$ cat src/rtl/cursor_tracker_if.sv
// Signal bundle between the mouse decoder / OLED pixel mux and cursor_tracker.
interface cursor_tracker_if;
  logic        pixel_en;
  logic [12:0] pixel_index;
  logic [11:0] mouse_x;
  logic [11:0] mouse_y;
  logic        left;
  logic        mode;
  logic [15:0] oled;
  logic [11:0] cursor_x;
  logic [11:0] cursor_y;
  logic        click_valid;
  logic [11:0] click_x;
  logic [11:0] click_y;

  // upstream side: drives pixel/mouse inputs, consumes cursor outputs
  modport master (
    output pixel_en, pixel_index, mouse_x, mouse_y, left, mode,
    input  oled, cursor_x, cursor_y, click_valid, click_x, click_y
  );

  // cursor_tracker side
  modport slave (
    input  pixel_en, pixel_index, mouse_x, mouse_y, left, mode,
    output oled, cursor_x, cursor_y, click_valid, click_x, click_y
  );
endinterface

$ cat src/rtl/cursor_tracker.sv
// Two-axis mouse cursor for the 96x64 OLED: rate-limited sampling with
// dead-band, sensitivity shift and clamping, registered cursor rendering
// (crosshair or filled square) and left-click coordinate latching.
module cursor_tracker #(
  parameter int          WIDTH       = 96,
  parameter int          HEIGHT      = 64,
  parameter int          SAMPLE_DIV  = 1_000_000,
  parameter int          SENS_SHIFT  = 3,
  parameter int          DEADBAND    = 8,
  parameter int          ARM         = 3,
  parameter int          X_INIT      = 48,
  parameter int          Y_INIT      = 32,
  parameter logic [15:0] CUR_COLOR   = 16'hC444,
  parameter logic [15:0] PRESS_COLOR = 16'hF800
) (
  input logic          CLOCK,
  input logic          reset,
  cursor_tracker_if.slave bus
);

  localparam int TW = (SAMPLE_DIV > 2) ? $clog2(SAMPLE_DIV) : 1;

  logic [TW-1:0] tick_q;
  logic [11:0]   prev_x_q, prev_y_q;
  logic [11:0]   cursor_x_q, cursor_y_q;
  logic          left_d_q;
  logic          click_valid_q;
  logic [11:0]   click_x_q, click_y_q;
  logic [15:0]   oled_q;

  logic          sample;
  logic [12:0]   dist_x, dist_y;
  logic [11:0]   cursor_x_d, cursor_y_d;
  logic          click_d;
  logic [12:0]   pix_x, pix_y, dx, dy, adx, ady;
  logic          in_frame, hit;
  logic [15:0]   oled_d;

  function automatic logic [11:0] clamp(input logic [11:0] v,
                                        input logic [11:0] lo,
                                        input logic [11:0] hi);
    if (v < lo)      return lo;
    else if (v > hi) return hi;
    else             return v;
  endfunction

  // Absolute raw-count change per axis in 13 bits (no unsigned wrap),
  // and the clamped candidate cursor position.
  always_comb begin
    sample     = (tick_q == TW'(SAMPLE_DIV - 1));
    dist_x     = (bus.mouse_x >= prev_x_q) ? ({1'b0, bus.mouse_x} - {1'b0, prev_x_q})
                                           : ({1'b0, prev_x_q} - {1'b0, bus.mouse_x});
    dist_y     = (bus.mouse_y >= prev_y_q) ? ({1'b0, bus.mouse_y} - {1'b0, prev_y_q})
                                           : ({1'b0, prev_y_q} - {1'b0, bus.mouse_y});
    cursor_x_d = clamp(bus.mouse_x >> SENS_SHIFT, 12'(ARM), 12'(WIDTH - 1 - ARM));
    cursor_y_d = clamp(bus.mouse_y >> SENS_SHIFT, 12'(ARM), 12'(HEIGHT - 1 - ARM));
    click_d    = bus.left & ~left_d_q;
  end

  // Cursor hit test against the current (pre-update) cursor position.
  always_comb begin
    pix_x    = bus.pixel_index % 13'(WIDTH);
    pix_y    = bus.pixel_index / 13'(WIDTH);
    in_frame = (bus.pixel_index < 13'(WIDTH * HEIGHT));
    dx       = pix_x - {1'b0, cursor_x_q};
    dy       = pix_y - {1'b0, cursor_y_q};
    adx      = dx[12] ? (~dx + 13'd1) : dx;
    ady      = dy[12] ? (~dy + 13'd1) : dy;
    if (bus.mode)
      hit = (adx <= 13'(ARM)) && (ady <= 13'(ARM));
    else
      hit = ((dy == 13'd0) && (adx <= 13'(ARM))) ||
            ((dx == 13'd0) && (ady <= 13'(ARM)));
    oled_d = 16'h0000;
    if (in_frame && hit)
      oled_d = bus.left ? PRESS_COLOR : CUR_COLOR;
  end

  // Sample tick and per-axis position update with dead-band.
  always_ff @(posedge CLOCK) begin
    if (reset) begin
      tick_q     <= '0;
      prev_x_q   <= '0;
      prev_y_q   <= '0;
      cursor_x_q <= 12'(X_INIT);
      cursor_y_q <= 12'(Y_INIT);
    end else begin
      tick_q <= sample ? '0 : tick_q + 1'b1;
      if (sample && dist_x > 13'(DEADBAND)) begin
        prev_x_q   <= bus.mouse_x;
        cursor_x_q <= cursor_x_d;
      end
      if (sample && dist_y > 13'(DEADBAND)) begin
        prev_y_q   <= bus.mouse_y;
        cursor_y_q <= cursor_y_d;
      end
    end
  end

  // Left-button rising-edge pulse, latching the pre-update cursor position.
  always_ff @(posedge CLOCK) begin
    if (reset) begin
      left_d_q      <= 1'b0;
      click_valid_q <= 1'b0;
      click_x_q     <= '0;
      click_y_q     <= '0;
    end else begin
      left_d_q      <= bus.left;
      click_valid_q <= click_d;
      if (click_d) begin
        click_x_q <= cursor_x_q;
        click_y_q <= cursor_y_q;
      end
    end
  end

  // Registered pixel colour; holds between pixel strobes.
  always_ff @(posedge CLOCK) begin
    if (reset)             oled_q <= 16'h0000;
    else if (bus.pixel_en) oled_q <= oled_d;
  end

  assign bus.oled        = oled_q;
  assign bus.cursor_x    = cursor_x_q;
  assign bus.cursor_y    = cursor_y_q;
  assign bus.click_valid = click_valid_q;
  assign bus.click_x     = click_x_q;
  assign bus.click_y     = click_y_q;

endmodule

$ cat src/flat_wrapper.sv
// flat-port wrapper written by rule: the top's interface ports become plain ports
module cursor_tracker_flat 
#(
  parameter int          WIDTH       = 96,
  parameter int          HEIGHT      = 64,
  parameter int          SAMPLE_DIV  = 1_000_000,
  parameter int          SENS_SHIFT  = 3,
  parameter int          DEADBAND    = 8,
  parameter int          ARM         = 3,
  parameter int          X_INIT      = 48,
  parameter int          Y_INIT      = 32,
  parameter logic [15:0] CUR_COLOR   = 16'hC444,
  parameter logic [15:0] PRESS_COLOR = 16'hF800
)
  (CLOCK, reset, bus_pixel_en, bus_pixel_index, bus_mouse_x, bus_mouse_y, bus_left, bus_mode, bus_oled, bus_cursor_x, bus_cursor_y, bus_click_valid, bus_click_x, bus_click_y);
  cursor_tracker_if bus_i ();
  input logic CLOCK;
  input logic reset;
  input wire logic [$bits(bus_i.pixel_en)-1:0] bus_pixel_en;
  input wire logic [$bits(bus_i.pixel_index)-1:0] bus_pixel_index;
  input wire logic [$bits(bus_i.mouse_x)-1:0] bus_mouse_x;
  input wire logic [$bits(bus_i.mouse_y)-1:0] bus_mouse_y;
  input wire logic [$bits(bus_i.left)-1:0] bus_left;
  input wire logic [$bits(bus_i.mode)-1:0] bus_mode;
  output wire logic [$bits(bus_i.oled)-1:0] bus_oled;
  output wire logic [$bits(bus_i.cursor_x)-1:0] bus_cursor_x;
  output wire logic [$bits(bus_i.cursor_y)-1:0] bus_cursor_y;
  output wire logic [$bits(bus_i.click_valid)-1:0] bus_click_valid;
  output wire logic [$bits(bus_i.click_x)-1:0] bus_click_x;
  output wire logic [$bits(bus_i.click_y)-1:0] bus_click_y;
  assign bus_i.pixel_en = bus_pixel_en;
  assign bus_i.pixel_index = bus_pixel_index;
  assign bus_i.mouse_x = bus_mouse_x;
  assign bus_i.mouse_y = bus_mouse_y;
  assign bus_i.left = bus_left;
  assign bus_i.mode = bus_mode;
  assign bus_oled = bus_i.oled;
  assign bus_cursor_x = bus_i.cursor_x;
  assign bus_cursor_y = bus_i.cursor_y;
  assign bus_click_valid = bus_i.click_valid;
  assign bus_click_x = bus_i.click_x;
  assign bus_click_y = bus_i.click_y;
  cursor_tracker #(.WIDTH(WIDTH), .HEIGHT(HEIGHT), .SAMPLE_DIV(SAMPLE_DIV), .SENS_SHIFT(SENS_SHIFT), .DEADBAND(DEADBAND), .ARM(ARM), .X_INIT(X_INIT), .Y_INIT(Y_INIT), .CUR_COLOR(CUR_COLOR), .PRESS_COLOR(PRESS_COLOR)) u_core (.CLOCK(CLOCK), .reset(reset), .bus(bus_i));
endmodule
$ cat config.mk
export PLATFORM = sky130hd
export DESIGN_NAME = cursor_tracker_flat
export DESIGN_NICKNAME = d
export VERILOG_FILES = /design/src/rtl/cursor_tracker_if.sv /design/src/rtl/cursor_tracker.sv /design/src/flat_wrapper.sv
export SDC_FILE = /design/constraint.sdc
export NUM_CORES = 1
export LEC_CHECK = 0
export BUFFER_PORTS_ARGS = -buffer_cell sky130_fd_sc_hd__buf_2
export CAP_MARGIN = 20
export CELL_PAD_IN_SITES_DETAIL_PLACEMENT = 0
export CELL_PAD_IN_SITES_GLOBAL_PLACEMENT = 1
export CORE_AREA = 2 2 100 199
export CTS_BUF_LIST = sky130_fd_sc_hd__clkbuf_4
export CTS_CLUSTER_SIZE = 12
export DETAILED_ROUTE_END_ITERATION = 10
export DIE_AREA = 0 0 102 201
export GPL_ROUTABILITY_DRIVEN = 0
export PLACE_DENSITY = 0.93
export SLEW_MARGIN = 20
export SYNTH_ARGS = -nofsm -noshare
export SYNTH_HDL_FRONTEND = slang
export SYNTH_SLANG_ARGS = --single-unit
$ cat constraint.sdc
create_clock -name CLOCK -period 7.3 [get_ports CLOCK]
set_input_delay 1.46 -clock CLOCK [delete_from_list [all_inputs] [get_ports CLOCK]]
set_output_delay 1.46 -clock CLOCK [all_outputs]
set_load 0.02 [all_outputs]
==> impl_metrics.yaml, run 1 <==
final_layout:
  drive_gt1_share_pct: 11.9
  layout.filler_cells: 1980
  register_area_sq_um: 1700
  multi_input_gate_area_in_the_final_layout_sq_um: 5870
  layout-area-overhead-vs-synth_pct: 7.92
  post-route-util_pct: 46.7
  finish.net_count: 1298
worst_hold_path:
  min-delay-path-class: "reg2reg"
yosys:
  postSynthAreaPerCell_sq_um: 7.28
  synth_flop_cell: "dfxtp_1"
  synth-seq-cells: 85
  synth_cells: 1135
  ys_types: 86
  yosys_warnings: 0
  count_of_flip_flops_with_a_built_in_enable_after_synthesis: 0
  asyncSetResetFlopFracSynth_pct: 0
  synth_area_sq_um: 8270
  synth_sequential_area_ratio_pct: 20.6
clock_tree:
  tritoncts_clock_tree: "yes"
  clkSinkCount: 85
  worst_skew_pair.late_latency_ns: 0.49
  worst_setup_hold_path_clk_slew_ns: 0.17
  post-cts-setup-buffers: 0
  max-clock-path-buffers: 2
  clock_tree.root_cell: "clkbuf_4"
  tritoncts.num_buffers: 9
  cts_hold_buf: 0
  cts.repair.resized: 0
  clock_tree.htree_level_count: 3
floorplan:
  row_count: 72
  die_y_microns: 201
  die_area_sq_um: 20500
  core_sq_um: 19100
  floorplan.initialDensity_pct: 43.3
  chipWidth_microns: 102
  num_io_pins: 107
critical_path:
  worst_ep_required_ns: 7.69
  crit_type: "in2reg"
  cp_max_fo: 13
  start_kind: "input pin"
  critical_path.endpoint_type: "register"
  crit_arrival_ns: 6.49
global_route:
  grt_pass1_vias: 7808
  grt_antenna_before_repair: 1
  grt_pass1_wl_microns: 36600
  gr-usage-all-layers_pct: 21.6
  grt_remaining_overflow: 0
  grt_start_max_net_pins: 87
job:
  maxCapViolations: 0
detailed_routing:
  first_iter_violations: 399
  drc_errors: 0
  wl_per_cell_microns: 15.4
  detailroute.via_count: 8296
  totalWireLength_microns: 22200
  vias_per_cell: 5.73
  detailedRoute.firstPassIterationCount: 8
  ant_nets: 0
place:
  placed_wire_length_estimate_microns: 16700
  io_buffer_count: 86
timing:
  slew_violations: 0
  fmax_mhz: 164
  unrepaired_setup_endpoints_after_global_routing: "no"
  finalClockSkew_ns: 0.0249
  timing.final.setup_violations: 0
  timing.setup.tns_ns: 0
  hold_violations: 0
  worst_pin_slew_ns: 0.930
  final.period_utilization_pct: 83.6
  finalCriticalPeriod_ns: 6.10
  slew_headroom_pct: 38.0
power:
  power.static_leakage_uw: 0.00377
  pwr_density_cell_nw_per_um2: 131
  peakVddDrop_v: 0.000125
status:
  run_status: "finished, final reports clean"
==> worst max-delay path, cell delays in order <==
cell      delay [ns]
buf_2           0.15
maj3_1          0.34
o21ai_0         0.15
nand2_1         0.11
xnor2_1         0.14
and2_1          0.16
a21oi_1         0.14
buf_4           0.20
o211ai_1        0.10
o21ai_0         0.09
o21ai_0         0.18
ha_1            0.31
nor2b_1         0.15
o31ai_1         0.61
mux2_2          0.43
nor3_1          0.33
and3_1          0.27
a21bo_2         0.23
a311oi_1        0.35
nand3_1         0.12
nand2_1         0.09
a32oi_1         0.09
o41ai_1         0.27
==> synth_stat cells (5+ instances only) <==
cell type	instances	area share [%]
a21oi_1	70	4.2
o211ai_1	10	0.91
and3_1	12	0.91
nor2b_1	19	1.4
a22oi_1	25	2.3
ha_1	67	10
a31oi_1	5	0.38
xor2_1	20	2.1
o22ai_1	5	0.38
xnor2_1	25	2.6
mux2i_1	11	1.3
o21a_1	14	1.3
a2111oi_0	6	0.64
clkbuf_1	38	1.7
nand2b_1	26	2.0
o31ai_1	9	0.82
nand4_1	10	0.76
o21ai_1	8	0.48
inv_1	93	4.2
a221oi_1	5	0.53
a211oi_1	19	1.7
nor4_1	9	0.68
dfxtp_1	85	21
nand3_1	79	4.8
nand2_1	96	4.4
nor2_1	95	4.3
fa_1	6	1.5
a21o_1	21	1.9
nor3_1	48	2.9
o211a_1	6	0.73
o21ai_0	53	3.2
buf_4	28	2.5
buf_2	10	0.61
and2_1	6	0.45
==> worst paths after layout <==
kind | start | endpoint | slack [ns] | cells past startpoint
setup reg to reg | u_core.prev_y_q[6] | u_core.bus.cursor_y[1] | 3.01 | 13
hold / removal | u_core.bus.cursor_x[8] | u_core.bus.click_x[8] | 0.45 | 2
hold reg to reg | u_core.bus.cursor_x[8] | u_core.bus.click_x[8] | 0.45 | 2
setup / recovery | bus_pixel_index[12] | u_core.bus.oled[10] | 1.20 | 23
==> flip-flops by register name, summed over array words and instances (netlist names), 3 cells and up <==
| name | cells |
|---|---|
| u_core.bus.oled | 3 |
| u_core.tick_q | 20 |
| u_core.prev_y_q | 12 |
| u_core.bus.click_y | 9 |
| u_core.bus.cursor_y | 9 |
| u_core.bus.click_x | 9 |
| u_core.bus.cursor_x | 9 |
| u_core.prev_x_q | 12 |
==> layer usage <==
layer | vias to the layer above | share of wire, % | global-route usage, %
met1 | 3861 | 43 | 27.7
met2 | 278 | 47 | 35.3
met3 | 50 | 5.7 | 3.20
li1 | 4107 | - | -
met4 | 0 | 3.8 | 9.29
met5 | - | 0 | 0
==> cells in the final DEF (no fill, tap or decap), drive strengths merged, types with 6 or more instances in the layout <==
cell type	netlist	final
o21a	14	14
a21oi	71	71
a22oi	25	25
nand3	80	80
nor4	11	11
buf	41	96
and3	12	12
nand2	97	97
nor3	50	50
o211ai	10	10
mux2i	11	11
a21o	21	21
inv	94	96
fa	6	6
a211oi	19	19
a221oi	6	6
xnor2	25	25
dfxtp	85	85
nand4	11	11
a2111oi	7	7
conb	1	22
and2	6	6
nor2b	19	19
clkbuf	39	9
nand2b	26	26
o31ai	9	9
xor2	20	20
o21ai	62	62
ha	67	67
o211a	6	6
nor2	96	96
==> cell type report <==
cell class,instances,area share [%]
clock inverter,7,1.08
tap,259,3.63
inverter,94,3.96
sequential,85,19.1
timing repair buffer,96,5.67
antenna,1,0.0281
multi-input combinational,897,65.8
clock buffer,9,0.757
==> where the power goes <==
| group | internal [uW] | switching, uW |
|---|---|---|
| Sequential | 467 | 1.98 |
| Combinational | 129 | 234 |
| Clock | 140 | 194 |
| Total | 737 | 430 |
==> per-stage QoR <==
step	hold slack (ns)	cells	total power, uW	instance area, sq um	worst slack (ns)
3_5_place_dp	0.421	1431	834	8750	0.740
6_report	0.448	1448	1170	8920	1.20
2_1_floorplan	0.406	1156	757	8350	1.07
5_1_grt	0.471	1448	1230	8920	0.814
4_1_cts	0.450	1447	1170	8910	1.24
3_3_place_gp	0.421	1431	827	8750	1.03
==> logic make-up after synthesis <==
kind of cell	share of synthesized area, %
other cells	0.0454
simple gates	26.0
mux	1.60
buf+inv	9.43
flops	20.6
fa+ha+maj	11.7
compound gates	25.8
xor+xnor	4.77
Note: power is estimated with default switching activity, not from simulation.
==> run 2: changes to the inputs <==
--- a/config.mk
+++ b/config.mk
@@ -9,13 +9,13 @@
 export CAP_MARGIN = 20
 export CELL_PAD_IN_SITES_DETAIL_PLACEMENT = 0
 export CELL_PAD_IN_SITES_GLOBAL_PLACEMENT = 1
-export CORE_AREA = 2 2 100 199
+export CORE_AREA = 2 2 105 209
 export CTS_BUF_LIST = sky130_fd_sc_hd__clkbuf_4
 export CTS_CLUSTER_SIZE = 12
 export DETAILED_ROUTE_END_ITERATION = 10
-export DIE_AREA = 0 0 102 201
+export DIE_AREA = 0 0 107 211
 export GPL_ROUTABILITY_DRIVEN = 0
-export PLACE_DENSITY = 0.93
+export PLACE_DENSITY = 0.89
 export SLEW_MARGIN = 20
 export SYNTH_ARGS = -nofsm -noshare
 export SYNTH_HDL_FRONTEND = slang
==> constraint.sdc (replaced) <==
create_clock -name CLOCK -period 5 [get_ports CLOCK]
set_input_delay 1 -clock CLOCK [delete_from_list [all_inputs] [get_ports CLOCK]]
set_output_delay 1 -clock CLOCK [all_outputs]
set_load 0.02 [all_outputs]
==> run 2 against run 1 <==
Net effect:
- hold slack better by 0.012 ns
- routed wire length up 11%
- die area increased by 10%
- first-iteration DRC count shrank 11%
- power is 50% higher
- combinational power is 86% higher
- cell count increased by 5.3%
- non-clock buffer count increased by 67
==> impl_metrics.yaml, run 2 (synthesis gave the netlist of run 1 again) <==
place:
  place_ws_ns: -0.456
  placed_wire_length_estimate_microns: 19700
  io_buffer_count: 86
  place_area_sq_um: 9380
clock_tree:
  clkSinkCount: 85
  worst_skew_pair.late_latency_ns: 0.48
  clock_tree.root_cell: "clkbuf_4"
  tritoncts_clock_tree: "yes"
  max-clock-path-buffers: 2
  clock_tree.htree_level_count: 3
  tritoncts.num_buffers: 9
  worst_setup_hold_path_clk_slew_ns: 0.15
detailed_routing:
  first_iter_violations: 357
  detailedRoute.firstPassIterationCount: 5
  drc_errors: 0
  wl_per_cell_microns: 16.1
  vias_per_cell: 5.65
  detailroute.via_count: 8611
  totalWireLength_microns: 24600
  ant_nets: 0
floorplan:
  core_sq_um: 20900
  die_y_microns: 211
  num_io_pins: 107
  row_count: 75
  chipWidth_microns: 107
  floorplan.initialDensity_pct: 39.5
  die_area_sq_um: 22600
critical_path:
  crit_type: "in2reg"
  start_kind: "input pin"
  crit_arrival_ns: 5.15
  critical_path.endpoint_type: "register"
  worst_ep_required_ns: 5.33
  cp_max_fo: 6
global_route:
  grt_remaining_overflow: 0
  grt_antenna_before_repair: 1
  grt_start_max_net_pins: 78
  grt_pass1_vias: 8543
  gr-usage-all-layers_pct: 21.8
  grt_pass1_wl_microns: 39900
power:
  share_clk_of_total_power_pct: 22.0
  pwr_density_cell_nw_per_um2: 181
  pwr-share-comb_pct: 38.7
  sequentialPowerShare_pct: 39.3
  switching_share_pct: 38.6
  power.internal_uw: 1070
  power.static_leakage_uw: 0.00413
  peakVddDrop_v: 0.000147
  power.switching_uw: 674
timing:
  hold_violations: 0
  fmax_mhz: 207
  setup_ws_final_ns: 0.177
  slew_violations: 0
  final.period_utilization_pct: 96.5
  finalCriticalPeriod_ns: 4.82
  worst_pin_slew_ns: 0.875
  finalClockSkew_ns: 0.0344
  timing.final.setup_violations: 0
  slew_headroom_pct: 41.7
final_layout:
  finish.net_count: 1365
  multi_input_gate_area_in_the_final_layout_sq_um: 6080
  register_area_sq_um: 1700
  most_used_cells_in_the_layout_excluding_fill_and_tap_cells: "nand2_1 (95), nor2_1 (95), inv_1 (92)"
  layout.filler_cells: 2157
  largest-register: "u_core.tick_q"
  max_reg_flops: 20
  largestRegisters: "u_core.tick_q (20), u_core.prev_x_q (12), u_core.prev_y_q (12)"
  drive_gt1_share_pct: 19.0
  layout-area-overhead-vs-synth_pct: 16.4
  fin_area_sq_um: 9620
job:
  maxCapViolations: 0
status:
  run_status: "finished, final reports clean"
worst_hold_path:
  min-delay-path-class: "reg2reg"
-- run 2: cell types whose count changed in the layout (fill, tap and decap cells not counted), sizes merged --
cell,delta
clkbuf,+1
buf,+67
clkinvlp,+1
bufinv,-2
-- run 2: final timing paths --
| check | start | endpoint | slack (ns) | cells past startpoint |
|---|---|---|---|---|
| worst max-delay path | bus_pixel_index[9] | u_core.bus.oled[13] | 0.18 | 24 |
| worst min-delay path | u_core.bus.click_x[4] | u_core.bus.click_x[4] | 0.46 | 2 |
| worst max register to register | u_core.prev_x_q[3] | u_core.bus.cursor_x[0] | 1.09 | 12 |
| worst min register to register | u_core.bus.click_x[4] | u_core.bus.click_x[4] | 0.46 | 2 |
-- run 2: critical path: stages --
cell and delay, ns:
buf_2 0.13, maj3_2 0.30, o21ai_1 0.13, nand2_1 0.11, xnor2_2 0.16, and2_4 0.15, a21oi_4 0.20, buf_4 0.14
buf_4 0.10, xor2_1 0.14, mux2i_1 0.08, a32oi_1 0.13, o21ai_0 0.10, ha_1 0.20, buf_4 0.15, o31a_1 0.30
o31ai_2 0.27, xnor2_2 0.16, or3_1 0.37, a32oi_1 0.25, nor4_2 0.09, buf_4 0.16, a32oi_1 0.21, o32ai_1 0.11
-- run 2: final cells by class --
class | count | area share [%]
tap | 269 | 3.50
timing repair buffer | 163 | 10.6
clock buffer | 10 | 0.780
multi-input combinational | 897 | 63.2
sequential | 85 | 17.7
clock inverter | 6 | 0.481
antenna | 1 | 0.0260
inverter | 94 | 3.67
-- run 2: through the flow --
step	instances	power (uW)	TNS, ns	hold WS, ns	util (%)
floorplan	1156	1140	-0.241	0.406	-
global placement	1507	1330	-0.817	0.426	44.8
detailed placement	1507	1340	-1.14	0.445	44.8
CTS	1523	1730	0	0.462	45.4
global route	1525	1840	-0.0875	0.484	46.0
finish	1525	1750	0	0.459	46.0
-- run 2: per-layer routing --
metal	up-vias	share of wire [%]	GRT usage [%]
met5	-	0	0
met3	85	2.7	1.76
met1	4062	35	20.4
met4	0	5.1	12.0
li1	4244	-	-
met2	220	57	44.5
-- run 2: power groups by stage --
| stage | logic (uW) | clock network (uW) | registers (uW) |
|---|---|---|---|
| floorplan | 435 | 0 | 702 |
| global placement | 634 | 0 | 700 |
| detailed placement | 642 | 0 | 700 |
| CTS | 646 | 398 | 686 |
| global route | 734 | 422 | 687 |
| finish | 675 | 385 | 686 |
-- run 2: what timing repair did --
| action | 4_1_cts | 5_1_grt |
|---|---|---|
| endpoints found under the setup margin | 0 | 3 |
| resized for setup | 0 | 19 |
| buffers inserted | 0 | 1 |
| hold buffers | 0 | 0 |
==> run 3: changes to the inputs <==
==> constraint.sdc (replaced) <==
create_clock -name CLOCK -period 5 [get_ports CLOCK]
set_input_delay 0 -clock CLOCK [delete_from_list [all_inputs] [get_ports CLOCK]]
set_output_delay 0 -clock CLOCK [all_outputs]
set_load 0.02 [all_outputs]
==> run 3 against run 2 <==
Net effect:
- register-to-register slack got worse by 0.78 ns
- core utilization down 1.2 points
- routed wire length shrank 0.63%
- sequential cell count stayed put
- critical path depth is 2 higher
- hold slack got worse by 0.44 ns
- setup slack worse by 0.012 ns
- largest cell class unchanged
- largest power group unchanged
==> impl_metrics.yaml, run 3 (synthesis gave the netlist of run 1 again) <==
clock_tree:
  worst_skew_pair.late_latency_ns: 0.48
  tritoncts.num_buffers: 9
  worst_setup_hold_path_clk_slew_ns: 0.15
  max-clock-path-buffers: 2
  clock_tree.root_cell: "clkbuf_4"
  clock_tree.htree_level_count: 3
  clkSinkCount: 85
  tritoncts_clock_tree: "yes"
job:
  maxCapViolations: 0
floorplan:
  row_count: 75
  floorplan.initialDensity_pct: 39.5
  core_sq_um: 20900
  num_io_pins: 107
  die_y_microns: 211
  chipWidth_microns: 107
  die_area_sq_um: 22600
timing:
  final.period_utilization_pct: 96.7
  hold_violations: 0
  slew_headroom_pct: 40.8
  finalClockSkew_ns: 0.0291
  finalCriticalPeriod_ns: 4.84
  finalHoldWorstSlack_ns: 0.0228
  slew_violations: 0
  worst_pin_slew_ns: 0.888
  timing.final.setup_violations: 0
  setup_ws_final_ns: 0.165
  fmax_mhz: 207
  timing.setup.tns_ns: 0
power:
  power.static_leakage_uw: 0.00395
  pwr_density_cell_nw_per_um2: 184
  peakVddDrop_v: 0.000176
final_layout:
  largest-register: "u_core.tick_q"
  layout.filler_cells: 2152
  layout-area-overhead-vs-synth_pct: 13.2
  finish.net_count: 1334
  largestRegisters: "u_core.tick_q (20), u_core.prev_x_q (12), u_core.prev_y_q (12)"
  max_reg_flops: 20
  drive_gt1_share_pct: 13.9
  fin_area_sq_um: 9360
  mostFrequentLayoutCell: "nand2_1"
  most_used_cells_in_the_layout_excluding_fill_and_tap_cells: "nand2_1 (96), nor2_1 (95), inv_1 (93)"
  register_area_sq_um: 1700
  multi_input_gate_area_in_the_final_layout_sq_um: 5970
  post-route-util_pct: 44.7
place:
  io_buffer_count: 86
  place_ws_ns: 0.144
  place_area_sq_um: 8800
  placed_wire_length_estimate_microns: 18700
detailed_routing:
  ant_nets: 0
  wl_per_cell_microns: 16.3
  drc_errors: 0
  totalWireLength_microns: 24400
  vias_per_cell: 5.72
  detailedRoute.firstPassIterationCount: 8
  detailroute.via_count: 8555
  first_iter_violations: 481
worst_hold_path:
  min-delay-path-class: "in2reg"
  worst_min_delay_path_startpoint: "bus_mouse_y[1]"
  hold_path_depth: 5
  min_to: "u_core.prev_y_q[1]"
critical_path:
  reg2reg_setup_slack_ns: 0.31
  critical_path.slowest_cell: "dlygate4sd3_1"
  cp_max_fo: 8
  critical-path-max-stage-delay_ns: 0.59
  worst-r2r-cell-count: 13
  crit_type: "in2reg"
  critical_path.endpoint_type: "register"
  timing.rr.end: "u_core.bus.cursor_x[5]"
  worst_ep_required_ns: 5.42
  crit_arrival_ns: 5.26
  reg2reg_from: "u_core.prev_x_q[4]"
  start_kind: "input pin"
status:
  run_status: "finished, final reports clean"
global_route:
  grt_remaining_overflow: 0
  grt_antenna_before_repair: 2
  globalRoute.busiestLayer: "met2"
  grt_start_max_net_pins: 61
  grt_pass1_vias: 8077
  gr-usage-met2_pct: 42.6
  gr_layer_usage_met1_pct: 20.9
  grt_pass1_wl_microns: 39000
  grt_util_met3_pct: 1.64
  gr-usage-all-layers_pct: 21.2
## run 3: critical path: cells and delay by family
family | cells | cell delay, ns
XOR/XNOR | 1 | 0.15
buffers and inverters | 5 | 1.11
AO/OA/AOI/OAI | 12 | 2.40
adder cells (fa/ha/maj) | 3 | 0.95
AND/OR/NAND/NOR | 5 | 0.66
## run 3: how the worst max path moves through the flow
stage                                   start                  end  slack (ns)  depth (start not counted)
after detailed placement   bus_pixel_index[8]  u_core.bus.oled[10]        0.14                         25
final                     bus_pixel_index[12]  u_core.bus.oled[10]        0.16                         26
after global placement     bus_pixel_index[9]  u_core.bus.oled[10]        0.38                         26
after CTS                  bus_pixel_index[8]  u_core.bus.oled[10]        0.14                         26
after global routing      bus_pixel_index[12]  u_core.bus.oled[10]       -0.06                         27
after floorplan           bus_pixel_index[12]  u_core.bus.oled[10]        0.23                         23
## run 3: stage by stage
stage	instances	total power (uW)
5_1_grt	1495	1810
3_3_place_gp	1446	1230
6_report	1495	1720
2_1_floorplan	1156	1110
4_1_cts	1487	1690
3_5_place_dp	1446	1240
## run 3: area by class of cell
| cell class | instances | share of cell area, % |
|---|---|---|
| repair buffers | 132 | 9.04 |
| clock buffers | 9 | 0.722 |
| well taps | 269 | 3.60 |
| clock inverters | 7 | 0.829 |
| diodes | 2 | 0.0535 |
| inverters | 94 | 3.77 |
| flip-flops and latches | 85 | 18.2 |
| multi-input cells | 897 | 63.8 |
## run 3: repair_timing
action,4_1_cts,5_1_grt
gates resized for setup,0,24
hold endpoints to repair,28,0
hold buffers,25,0
setup endpoints to repair,0,1
setup buffers,0,5
## run 3: power breakdown
part           switching, uW  internal [uW]  total [uW]  leakage [uW]
clock                    278            160         437     0.0000830
combinational            373            227         600       0.00318
sequential              3.14            682         686      0.000686
## run 3: layer usage
| layer | vias to the layer above | part of all wire, % |
|---|---|---|
| met1 | 4056 | 36 |
| li1 | 4185 | - |
| met5 | - | 0 |
| met3 | 60 | 3.6 |
| met4 | 0 | 3.8 |
| met2 | 254 | 56 |
